**src/rtl/traffic_pkg.sv**
```systemverilog
// Shared types and constants for the traffic phase controller.
// Holds the phase enum, lamp codes {R,Y,G} and default phase durations.
package traffic_pkg;

    typedef enum logic [2:0] {
        NS_GREEN  = 3'd0,
        NS_YELLOW = 3'd1,
        ALL_RED1  = 3'd2,
        EW_GREEN  = 3'd3,
        EW_YELLOW = 3'd4,
        ALL_RED2  = 3'd5,
        WALK      = 3'd6
    } phase_e;

    localparam logic [2:0] LAMP_RED = 3'b100;
    localparam logic [2:0] LAMP_YEL = 3'b010;
    localparam logic [2:0] LAMP_GRN = 3'b001;

    localparam int DEF_GREEN_CYC  = 20;
    localparam int DEF_YELLOW_CYC = 4;
    localparam int DEF_ALLRED_CYC = 2;
    localparam int DEF_WALK_CYC   = 10;
    localparam int DEF_TIMER_W    = 8;

    // North-south lamp code shown while in a given phase.
    function automatic logic [2:0] ns_lamp(input phase_e s);
        case (s)
            NS_GREEN:  return LAMP_GRN;
            NS_YELLOW: return LAMP_YEL;
            default:   return LAMP_RED;
        endcase
    endfunction

    // East-west lamp code shown while in a given phase.
    function automatic logic [2:0] ew_lamp(input phase_e s);
        case (s)
            EW_GREEN:  return LAMP_GRN;
            EW_YELLOW: return LAMP_YEL;
            default:   return LAMP_RED;
        endcase
    endfunction

endpackage

```
**src/rtl/phase_timer.sv**
```systemverilog
// Per-phase tick counter. Counts ticks from zero after each restart and
// flags done on the tick that completes the programmed duration.
module phase_timer #(
    parameter int W = 8
) (
    input  logic         Clk,
    input  logic         Clear,
    input  logic         tick,
    input  logic         restart,
    input  logic [W-1:0] dur,
    output logic         done
);

    logic [W-1:0] cnt_q;

    // Final tick of the phase: the edge on which the owner changes phase.
    assign done = tick && (cnt_q == dur - W'(1));

    // Count ticks; zero on reset or when a new phase begins.
    always_ff @(posedge Clk) begin
        if (Clear || restart) begin
            cnt_q <= '0;
        end else if (tick) begin
            cnt_q <= cnt_q + W'(1);
        end
    end

endmodule

```
**src/rtl/traffic_phase_ctrl.sv**
```systemverilog
// Two-road traffic phase controller with optional pedestrian walk phase.
// Build option: define TRAFFIC_PED_WALK_EN to compile in the WALK phase,
// the pending-request latch and the ped_ack/walk outputs. Without it the
// cycle skips WALK, ped_req is ignored and ped_ack/walk stay low.
module traffic_phase_ctrl
    import traffic_pkg::*;
#(
    parameter int GREEN_CYC  = DEF_GREEN_CYC,
    parameter int YELLOW_CYC = DEF_YELLOW_CYC,
    parameter int ALLRED_CYC = DEF_ALLRED_CYC,
    parameter int WALK_CYC   = DEF_WALK_CYC,
    parameter int TIMER_W    = DEF_TIMER_W
) (
    input  logic       Clk,
    input  logic       Clear,
    input  logic       tick,
    input  logic       ped_req,
    output logic       ped_ack,
    output logic [2:0] ns_light,
    output logic [2:0] ew_light,
    output logic       walk,
    output logic       load,
    output logic       En
);

    phase_e             state_q;
    phase_e             state_d;
    logic [TIMER_W-1:0] dur;
    logic               phase_done;
    logic [2:0]         ns_q;
    logic [2:0]         ew_q;
    logic               load_q;
    logic               en_q;

`ifdef TRAFFIC_PED_WALK_EN
    logic pending_q;
    logic walk_q;
    logic ped_ack_q;
    logic ped_accept;
    logic entering_walk;

    // A new request is taken only when none is queued and we are not walking.
    assign ped_accept    = ped_req && !pending_q && (state_q != WALK);
    assign entering_walk = phase_done && (state_d == WALK);
    assign walk          = walk_q;
    assign ped_ack       = ped_ack_q;
`else
    logic unused_ped_req;
    assign unused_ped_req = ped_req;
    assign walk           = 1'b0;
    assign ped_ack        = 1'b0;
`endif

    // Duration of the phase currently being timed.
    always_comb begin
        dur = TIMER_W'(ALLRED_CYC);
        case (state_q)
            NS_GREEN, EW_GREEN:   dur = TIMER_W'(GREEN_CYC);
            NS_YELLOW, EW_YELLOW: dur = TIMER_W'(YELLOW_CYC);
            WALK:                 dur = TIMER_W'(WALK_CYC);
            default:              dur = TIMER_W'(ALLRED_CYC);
        endcase
    end

    phase_timer #(
        .W(TIMER_W)
    ) u_timer (
        .Clk    (Clk),
        .Clear  (Clear),
        .tick   (tick),
        .restart(phase_done),
        .dur    (dur),
        .done   (phase_done)
    );

    // Successor phase; the walk decision uses the already-latched request so
    // a request arriving on the ALL_RED2 exit edge waits a full cycle.
    always_comb begin
        state_d = state_q;
        case (state_q)
            NS_GREEN:  state_d = NS_YELLOW;
            NS_YELLOW: state_d = ALL_RED1;
            ALL_RED1:  state_d = EW_GREEN;
            EW_GREEN:  state_d = EW_YELLOW;
            EW_YELLOW: state_d = ALL_RED2;
`ifdef TRAFFIC_PED_WALK_EN
            ALL_RED2:  state_d = pending_q ? WALK : NS_GREEN;
`else
            ALL_RED2:  state_d = NS_GREEN;
`endif
            WALK:      state_d = NS_GREEN;
            default:   state_d = ALL_RED2;
        endcase
    end

    // Phase FSM with registered lamp, strobe, enable and pedestrian outputs.
    always_ff @(posedge Clk) begin
        if (Clear) begin
            state_q   <= ALL_RED2;
            ns_q      <= LAMP_RED;
            ew_q      <= LAMP_RED;
            load_q    <= 1'b0;
            en_q      <= 1'b0;
`ifdef TRAFFIC_PED_WALK_EN
            pending_q <= 1'b0;
            walk_q    <= 1'b0;
            ped_ack_q <= 1'b0;
`endif
        end else begin
            en_q   <= 1'b1;
            load_q <= phase_done;
            if (phase_done) begin
                state_q <= state_d;
                ns_q    <= ns_lamp(state_d);
                ew_q    <= ew_lamp(state_d);
            end
`ifdef TRAFFIC_PED_WALK_EN
            ped_ack_q <= ped_accept;
            if (entering_walk) begin
                pending_q <= 1'b0;
            end else if (ped_accept) begin
                pending_q <= 1'b1;
            end
            if (phase_done) begin
                walk_q <= (state_d == WALK);
            end
`endif
        end
    end

    assign ns_light = ns_q;
    assign ew_light = ew_q;
    assign load     = load_q;
    assign En       = en_q;

endmodule

```
**config.mk**
```make
export PLATFORM = sky130hd
export DESIGN_NAME = traffic_phase_ctrl
export DESIGN_NICKNAME = d
export VERILOG_FILES = /design/src/rtl/traffic_pkg.sv /design/src/rtl/phase_timer.sv /design/src/rtl/traffic_phase_ctrl.sv
export SDC_FILE = /design/constraint.sdc
export NUM_CORES = 1
export LEC_CHECK = 0
export ABC_AREA = 0
export CAP_MARGIN = 5
export CORE_UTILIZATION = 52
export DETAILED_ROUTE_END_ITERATION = 6
export GPL_ROUTABILITY_DRIVEN = 0
export PLACE_DENSITY = 0.77
export SLEW_MARGIN = 20
export SYNTH_ARGS = -nofsm -noshare
export SYNTH_HDL_FRONTEND = slang
export SYNTH_SLANG_ARGS = --single-unit
```
**constraint.sdc**
```tcl
create_clock -name Clk -period 2 [get_ports Clk]
set_input_delay 0.6 -clock Clk [delete_from_list [all_inputs] [get_ports Clk]]
set_output_delay 0.6 -clock Clk [all_outputs]
set_load 0.005 [all_outputs]
```
-- Word-level counts from Yosys, hierarchy flattened
Cells that the tools add are included.
- input bits: 4
- bits in registers: 19
- word-level logic and storage cells: 30
- output and inout bits: 10
- reduce and logical (&&, ||, !) cells: 7
- multiplexer cells: 5
- equal/unequal tests: 10
- add/subtract/negate cells: 2
- operators with widths (operator ; number):
    $pmux 3 s5 ; 1
    $pmux 5 s3 ; 1
    $eq 3x3->1 const B ; 4
    $pmux 3 s2 ; 2
    $eq 3x2->1 const B ; 3
    $add 8x1->8 const B ; 1
    $eq 8x8->1 ; 1
    $eq 3x1->1 const B ; 2
    $logic_not 3->1 ; 2
    $reduce_or 2->1 ; 3
    $sub 5x1->6 const B ; 1
    $logic_and 1x1->1 ; 1
    $logic_or 1x1->1 ; 1
    $mux 1 ; 1

-- Longest topological paths before layout
Gate-level depths: netlist (run 1).
- depth after elaboration: 7
- depth in mapped cells: 7
- depth with buffers taken out: 5

-- By module
Synthesis (run 1) repeated with hierarchy kept, for this count alone.
- cell total of the unflattened synthesis: 128
- area, all modules: 1109.8 um2
- modules (own cells, without submodules) (module ; times used ; area each (um2) ; cells an instance ; sequential area each (um2)):
    phase_timer ; 1 ; 579.3 ; 70 ; 160.2
    traffic_phase_ctrl ; 1 ; 530.5 ; 58 ; 220.2

-- Least setup slack after synthesis (run 1)
No wires, ideal clock.
- path kind: register to register
- from: register u_timer.cnt_q[1]
- to: register state_q[2]
- data required time: 1.878 ns
- arrival time: 1.581 ns
- slack: 0.297 ns
- stages on the path, launching flop included: 7
- path buffers: 1
- period minus slack after synthesis: 1.703 ns
- setup time: 0.122 ns
- cell sequence: dfxtp_1 and4bb_2 o21bai_1 and3_1 buf_6 o31a_1 a311o_1
- word-level cells in the longest chain between the ends: 2
- RTL lines (what ; line ; text):
    from (decl) ; phase_timer.sv:14 ; logic [W-1:0] cnt_q;
    from (signal assigned) ; phase_timer.sv:24 ; cnt_q <= cnt_q + W'(1);
    $eq 8x8->1 ; phase_timer.sv:17 ; assign done = tick && (cnt_q == dur - W'(1));
    $logic_and 1x1->1 ; phase_timer.sv:17 ;
    to (signal assigned) ; traffic_phase_ctrl.sv:113 ; state_q <= state_d;
    to (decl) ; traffic_phase_ctrl.sv:26 ; phase_e state_q;
No other way between the ends.
A chain may end at the register's enable or synchronous reset.

-- Worst setup path after layout (run 1)
- from: register state_q[1]
- to: register state_q[2]
- word-level cells in the longest chain between the ends: 6
- elaborated cells between the ends (all ways): 15
- classes of those cells: add/sub: 1; eq/ne: 7; mux: 2; reduce/logical: 5
- RTL lines (what ; line ; text):
    $eq 3x1->1, or another cell as far along ; traffic_phase_ctrl.sv:57, traffic_phase_ctrl.sv:80 ;
    $reduce_or 2->1 ; traffic_phase_ctrl.sv:57 ; case (state_q)
    $pmux 5 s3 ; traffic_phase_ctrl.sv:57 ;
    $sub 5x1->6 ; phase_timer.sv:17 ;
    $eq 8x8->1 ; phase_timer.sv:17 ;
    $logic_and 1x1->1 ; phase_timer.sv:17 ;
Several ways; a longest one is shown, not always the timed one.

==> key figures, run 1 <==
Synth
  • Sequential area share after synthesis: 39.0%
  • Synth top area cells: dfxtp_1 (39%), xor2_1 (6.3%), nor3_1 (4.6%)
  • Synth Flop Type: dfxtp_1
  • Ys Warns: 0
  • Commonest cells in the netlist: dfxtp_1 (19), nor3_1 (9), xor2_1 (7)
  • Synth area leader: dfxtp_1
  • Post-Syn Area: 975 um^2
  • Syn_area_per_cell: 9.28 um^2
  • Synth Instances: 105
  • Async SR Flop Fraction: 0%
  • FF+latch count, synth: 19
  • Area share of the largest cell type after synthesis: 39.0%
  • Number of synthesized flops with an enable pin: 0
  • Most frequent cell after synthesis: dfxtp_1
  • Netlist cell types: 40

Setup path
  • Critical path required time: 2.19 ns
  • Critical path arrival: 2.02 ns
  • Worst R2R Path Depth: 6
  • Worst setup EP type: flip-flop
  • Crit-path max FO: 9
  • Critical R2R Capture: state_q[2]
  • Reg2Reg Setup Slack: 0.16 ns
  • Crit start category: flip-flop
  • Reg2reg start: state_q[1]
  • Critical path class: flip-flop to flip-flop

Min path
  • Hold path endpoint: ns_light[1]
  • WHS Path Cells: 2
  • Hold_sp: ns_light[1]
  • Hold Crit Class: flip-flop to flip-flop

CTS
  • Total clock sinks: 19
  • Post_cts resized: 0
  • Clk buf depth: 2
  • Worst skew pair latency: 0.29 ns
  • H-tree lvl count: 1
  • Setup Buffers After CTS: 0
  • TritonCTS Buffers: 3
  • CTS clk-pin slew, worst paths: 0.10 ns
  • CTS tree: done
  • Clk root buf: clkbuf_4
  • Cts hold-fix bufs: 0

Final layout
  • Layout cell share with drive strength beyond 1: 16.5%
  • ANT cells: 0
  • Area delta synth->final: 17.6%
  • Layout net count: 127
  • Final Core Density: 65.7%
  • Fin area: 1150 um^2

Routing
  • Antenna Nets Post-Route: 0
  • Routed len/inst: 12.3 um
  • # DRC: 0
  • Drt total wl: 1.79 mm
  • Via count: 801
  • Via density: 5.49
  • Pre-Repair DR Iteration Count: 4
  • Drt initial violations: 22

Global routing
  • Remaining Overflow, GRT: 0
  • Pin count of the biggest net entering global routing: 11
  • Vias in the first global route: 714
  • First-pass GRT wire length: 3.11 mm
  • Initial antenna violation count: 0
  • GR Util All Layers: 20.9%

Floorplanning
  • Die Ht: 45.3 um
  • I/O pin count: 14
  • Die Footprint: 2050 um^2
  • Core area: 1750 um^2
  • Row cnt: 15
  • Initial core utilization: 55.8%
  • DIE WIDTH: 45.3 um

STA
  • Part of the cycle the worst path needs: 91.8%
  • Skew final: 0.00233 ns
  • Max frequency: 544 MHz
  • Final Max Slew Viols: 0
  • Unrepaired setup endpoints after global routing: false
  • Final Hold Viols: 0
  • Post-route worst setup slack: 0.163 ns
  • Count of final setup violators: 0
  • Minimum clock period: 1.84 ns
  • Fin Hold WS: 0.483 ns

Pwr
  • Pwr/cell area: 636 nW/um^2
  • Total Power: 0.729 mW
  • Leak: 0.404 nW
  • Worst vdd ir: 0.352 mV

Flow run
  • Max Cap Viol: 0

Placed design
  • PortBufs: 10
  • DP HPWL: 1.29 mm
  • Placement-stage cell area: 1120 um^2
  • Setup slack at placement: -0.101 ns

Status
  • Status: finished clean
==> through the flow <==
step | setup TNS, ns | instances
after global routing | 0 | 146
after global placement | -0.416 | 142
final | 0 | 146
after CTS | 0 | 146
after detailed placement | -0.720 | 142
after floorplan | 0 | 106
==> worst max-delay path, stage by stage, from the launching register on <==
cell      delay, ns
dfxtp_1        0.52
and4bb_2       0.28
o21bai_1       0.17
and3_1         0.20
buf_4          0.17
nor2_2         0.07
a311o_1        0.33
==> sequential cells by signal (all words and copies together) (netlist names) <==
| name | flops |
|---|---|
| En | 1 |
| ew_light | 3 |
| load | 1 |
| ns_light | 3 |
| state_q | 3 |
| u_timer.cnt_q | 8 |
==> worst max path at each step <==
stage	slack (ns)	cells past startpoint	start	endpoint
2_1_floorplan	0.30	6	u_timer.cnt_q[1]	state_q[2]
6_report	0.16	6	state_q[1]	state_q[2]
5_1_grt	0.05	6	state_q[1]	state_q[2]
3_3_place_gp	-0.08	5	tick	state_q[2]
4_1_cts	0.19	6	state_q[1]	state_q[2]
3_5_place_dp	-0.10	5	tick	state_q[2]
==> layout make-up <==
cell class	instances	area (um^2)
Fill cell	160	599
Multi-Input combinational cell	77	529
Sequential cell	19	380
Timing Repair Buffer	20	175
Tap cell	25	31.3
Clock buffer	4	26.3
Inverter	1	3.75
==> cells in the final DEF (no fill, tap or decap), types with 2 or more instances in the layout <==
master / Yosys / layout
nor3_1: 9 / 9
nor2b_1: 5 / 5
conb_1: 1 / 2
clkbuf_4: 0 / 3
xor2_1: 7 / 7
dfxtp_1: 19 / 19
buf_4: 2 / 10
nand4b_1: 3 / 3
nor2_1: 3 / 3
nand2_1: 3 / 3
nand4_1: 4 / 4
a31oi_1: 2 / 2
a21oi_1: 3 / 3
xnor2_1: 3 / 3
and4_1: 2 / 2
nand3_1: 3 / 3
clkdlybuf4s50_1: 0 / 10
nor3b_2: 2 / 2
and3_1: 2 / 2
o21ai_1: 6 / 6
==> cell families after synthesis <==
family                   count (synthesis)  synth area share (%)
AND/OR/NAND/NOR                         42                  28.2
AO/OA/AOI/OAI                           21                  14.0
flip-flops                              19                  39.0
XOR/XNOR                                10                  8.99
buffers and inverters                   10                  7.06
adder cells (fa/ha/maj)                  1                  1.28
other                                    1                 0.385
multiplexers                             1                  1.03
==> power by group <==
group | switching [mW] | internal [mW] | leakage (nW) | total (mW)
combinational | 0.0708 | 0.0621 | 0.234 | 0.133
sequential | 0.0155 | 0.391 | 0.154 | 0.407
clock | 0.112 | 0.0774 | 0.0150 | 0.189
total | 0.198 | 0.531 | 0.404 | 0.729
==> layer usage <==
metal / wire length (um) / track usage, %
met1: 874 / 26.6
met2: 859 / 35.4
met3: 46 / 3.60
met4: 12 / 7.27
met5: 0 / 0
No activity file was read; power rests on OpenSTA's default activity.
==> inputs of run 2 (changes only) <==
--- a/config.mk
+++ b/config.mk
@@ -11,7 +11,7 @@
 export DETAILED_ROUTE_END_ITERATION = 6
 export GPL_ROUTABILITY_DRIVEN = 0
 export PLACE_DENSITY = 0.77
-export SLEW_MARGIN = 20
+export SETUP_SLACK_MARGIN = 0.02
 export SYNTH_ARGS = -nofsm -noshare
 export SYNTH_HDL_FRONTEND = slang
 export SYNTH_SLANG_ARGS = --single-unit
==> results of run 2 <==
Same layout as run 1: the final DEF is identical, and so are final timing and power.
==> inputs of run 3 (changes only) <==
--- a/config.mk
+++ b/config.mk
@@ -7,6 +7,7 @@
 export LEC_CHECK = 0
 export ABC_AREA = 0
 export CAP_MARGIN = 5
+export CORE_MARGIN = 3
 export CORE_UTILIZATION = 52
 export DETAILED_ROUTE_END_ITERATION = 6
 export GPL_ROUTABILITY_DRIVEN = 0
==> run 3 against run 2 <==
Worst hold slack improved by 0.0051 ns. Die area rose by 18%. Final area increased by 0.76%. Combinational power barely moved. Setup slack better by 0.0079 ns. Final cell count rose by 0.68%. Sequential share of layout area decreased by 0.14 points. Critical path type unchanged. Largest cell class unchanged. Highest routed layer unchanged.
==> key figures, run 3 (synthesized netlist as in run 1, its figures left out) <==
Status
  • Status: finished clean

Floorplanning
  • I/O pin count: 14 (unchanged)
  • Row cnt: 15 (unchanged)
  • Initial core utilization: 55.8% (unchanged)
  • Die Footprint: 2430 um^2 (+18%)
  • DIE WIDTH: 49.3 um (+8.8%)
  • Die Ht: 49.3 um (+8.8%)
  • Core area: 1750 um^2 (unchanged)

Setup path
  • Critical path arrival: 2.02 ns (about the same)
  • Critical path class: flip-flop to flip-flop
  • Crit-path max FO: 9 (unchanged)
  • Worst setup EP type: flip-flop
  • Critical path required time: 2.19 ns (about the same)
  • Crit start category: flip-flop

Final layout
  • Area delta synth->final: 18.5%
  • Most flop-heavy register: u_timer.cnt_q
  • Layout net count: 128 (+0.79%)
  • Fillers: 152 (-5.0%)
  • Most frequent cells in the layout: dfxtp_1 (18), buf_4 (11), clkdlybuf4s50_1 (10)
  • ANT cells: 0 (unchanged)
  • Max FFs per register: 8 (unchanged)
  • Reg area: 382 um^2 (+0.33%)
  • Final cell count without fillers: 147 (+0.68%)
  • Footprint of the multi-input gates: 529 um^2 (unchanged)
  • Layout cell share with drive strength beyond 1: 18.0% (+1.5 points)
  • Commonest non-fill, non-tap cell in the layout: dfxtp_1

CTS
  • Clk root buf: clkbuf_4
  • H-tree lvl count: 1 (unchanged)
  • Clk buf depth: 2 (unchanged)
  • Total clock sinks: 19 (unchanged)
  • Worst skew pair latency: 0.29 ns (about the same)
  • CTS clk-pin slew, worst paths: 0.11 ns (about the same)
  • Cts hold-fix bufs: 0 (unchanged)
  • CTS tree: done
  • TritonCTS Buffers: 3 (unchanged)

STA
  • Skew final: 0.00171 ns (-0.000619 ns)
  • Max frequency: 547 MHz (+0.43%)
  • Final Hold Viols: 0 (unchanged)
  • Setup TNS: 0 ns (unchanged)
  • Minimum clock period: 1.83 ns (-0.00787 ns)
  • Unrepaired setup endpoints after global routing: false
  • Final Max Slew Viols: 0 (unchanged)
  • Count of final setup violators: 0 (unchanged)
  • Part of the cycle the worst path needs: 91.4% (-0.39 points)

Flow run
  • Max Cap Viol: 0 (unchanged)

Global routing
  • Vias in the first global route: 721 (+0.98%)
  • GR Util All Layers: 16.5% (-4.4 points)
  • Pin count of the biggest net entering global routing: 14 (+3)
  • First-pass GRT wire length: 3.17 mm (+2.0%)
  • Initial antenna violation count: 0 (unchanged)
  • Remaining Overflow, GRT: 0 (unchanged)

Placed design
  • DP HPWL: 1.36 mm (+5.5%)
  • Placed cells: 143 (+0.70%)
  • PortBufs: 10 (unchanged)

Routing
  • Via density: 5.54 (+0.93%)
  • Drt initial violations: 19 (-14%)
  • Pre-Repair DR Iteration Count: 6 (+2)
  • Routed len/inst: 12.4 um (+0.93%)
  • Drt total wl: 1.82 mm (+1.6%)
  • Antenna Nets Post-Route: 0 (unchanged)
  • Via count: 814 (+1.6%)
  • # DRC: 0 (unchanged)

Pwr
  • Leak: 0.410 nW (+1.6%)
  • Total Power: 0.742 mW (+1.7%)
  • Pwr/cell area: 642 nW/um^2 (+0.96%)
  • Worst vdd ir: 0.408 mV (+16%)

Min path
  • Hold Crit Class: flip-flop to flip-flop
[run 3: changes by cell type in the layout (fill, tap and decap cells not counted), sizes merged]
cell  change
buf       +1
[run 3: per-layer routing]
layer	vias to the layer above	track usage [%]	routed length [um]
li1	421	-	-
met1	378	21.5	851
met2	13	27.9	907
met3	2	1.83	55
met4	0	5.69	6
met5	-	0	0
[run 3: path summary, 6_finish.rpt]
check | cells past startpoint | startpoint | end | slack, ns
hold reg to reg | 2 | ns_light[0] | ns_light[0] | 0.49
setup reg to reg | 5 | state_q[0] | state_q[2] | 0.17
setup / recovery | 5 | state_q[0] | state_q[2] | 0.17
hold / removal | 2 | ns_light[0] | ns_light[0] | 0.49
[run 3: final cells by class]
class | instances | share of cell area [%]
timing repair buffer | 21 | 15.8
tap | 25 | 2.71
clock buffer | 4 | 2.28
multi-input combinational | 77 | 45.8
sequential | 19 | 33.0
inverter | 1 | 0.325
[run 3: worst max-delay path, cell delays in order (launching register included)]
cell	delay [ns]
dfxtp_1	0.54
xnor2_1	0.19
nand4b_1	0.13
and3_1	0.26
o31a_1	0.30
a311o_1	0.30
[run 3: report_power, final]
part | internal [mW] | switching (mW) | total [mW]
Combinational | 0.0677 | 0.0681 | 0.136
Clock | 0.0775 | 0.117 | 0.194
Sequential | 0.392 | 0.0200 | 0.412
Total | 0.537 | 0.205 | 0.742
[run 3: repair_timing]
item | CTS | global route
resized for setup | 0 | 1
buffers inserted | 0 | 0
setup endpoints to repair | 0 | 8
[run 3: stage by stage]
step	worst slack, ns	utilization, %	area, um^2	hold slack [ns]
3_3_place_gp	-0.0739	64.6	1130	0.466
5_1_grt	0.0481	66.2	1150	0.508
4_1_cts	0.116	66.1	1150	0.491
6_report	0.171	66.2	1150	0.488
2_1_floorplan	0.297	-	978	0.471
3_5_place_dp	-0.0704	64.6	1130	0.475
==> edit (settings of run 1) <==
Build with the macro `TRAFFIC_PED_WALK_EN` defined.
--- a/src/rtl/traffic_phase_ctrl.sv
+++ b/src/rtl/traffic_phase_ctrl.sv
@@ -2,6 +2,8 @@
 // Build option: define TRAFFIC_PED_WALK_EN to compile in the WALK phase,
 // the pending-request latch and the ped_ack/walk outputs. Without it the
 // cycle skips WALK, ped_req is ignored and ped_ack/walk stay low.
+`define TRAFFIC_PED_WALK_EN
+
 module traffic_phase_ctrl
     import traffic_pkg::*;
 #(
Behaviour: not the same (a bounded check fails within 4 cycles, from zero or initial values).
==> edit against run 1 <==
Setup slack gained 11 ps; total power grew 19%; routed wire length grew 10%; clock skew grew 6.4 ps; cell area grew 13%; critical path depth is the same; sequential cell count grew 3; area after synthesis grew 9.4%; critical path type unchanged; largest power group unchanged; highest routed layer unchanged.
==> edit: results (changes against run 1) <==
| Metric | Value |
|---|---|
| Area of the multi-input gates | 548 µm² (+3.5%) |
| Status | finished clean |
| Inverters | 5 (+4) |
| Wire length on met2 | 844 µm (-1.7%) |
| Comb_multi_in | 86 (+12%) |
| Top cell family by delay on the critical path | compound AO/OA/AOI/OAI gates |
| HP Start | ew_light[0]$_SDFFE_PP0P_ |
| Flop pwr share | 54.4% (-1.4 points) |
| Bufs w/o clock | 24 (+20%) |
| Seq area share | 34.1% (+0.95 points) |
| Pin count of the biggest net entering global routing | 14 (+3) |
| Post-synthesis cell type count | 38 (-5.0%) |
| Met3 Use GR | 3.46% (-0.14 points) |
| Met1 Usage GRT | 30.0% (+3.4 points) |
| Worst EP arrival | 2040 ps (+20 ps) |
| Buffering overhead | 16.5% (+1.2 points) |
| ClkCell Share | 2.81% (+0.52 points) |
| Gr usage total | 20.4% (-0.46 points) |
| CP endpoint | u_timer.cnt_q[4]$_SDFFE_PP0P_ |
| GR met2 Demand/Resource | 27.4% (-8.0 points) |
| RR Startpoint | state_q[0]$_SDFFE_PP1P_ |
| Tmin final | 1830 ps (-10.9 ps) |
| # nets final | 147 (+16%) |
| M1 wire length | 1020 µm (+16%) |
| Layout cells sized above 1 | 15.6% (-0.93 points) |
| Register area share after synthesis | 41.3% (+2.3 points) |
| Commonest cells in the netlist | dfxtp_1, a21oi_1, nand2_1 |
| Initial DRC Count | 26 (+18%) |
| Crit-path max cell delay | 430 ps (-90 ps) |
| Master of the slowest instance on the critical path | or3b_1 |
edit: cell count changes after synthesis, sizes merged, moves of 4 or more:
cell	before	now
a21oi	3	13
and2	0	7
inv	1	5
nand2	3	8
xor2	7	3
edit: stage by stage:
| stage | cell area, µm² | instances | TNS [ps] | hold WS [ps] |
|---|---|---|---|---|
| 6_report | 1290 | 168 | 0 | 480 |
| 5_1_grt | 1290 | 168 | 0 | 518 |
| 4_1_cts | 1290 | 168 | 0 | 482 |
| 3_5_place_dp | 1250 | 164 | -12.7 | 466 |
| 3_3_place_gp | 1250 | 164 | 0 | 462 |
| 2_1_floorplan | 1070 | 119 | 0 | 437 |
edit: tightest hold or removal path, delay by kind of cell (launching register included):
family | cells | cell delay, ps
flops | 1 | 330
compound gates | 2 | 120
edit: logic make-up after synthesis:
logic type               synth area share, %
AND/OR/NAND/NOR                         24.4
AO/OA/AOI/OAI                           17.4
flip-flops                              41.3
buffers and inverters                   7.28
XOR/XNOR                                6.57
multiplexers                            1.88
adder cells (fa/ha/maj)                 1.17
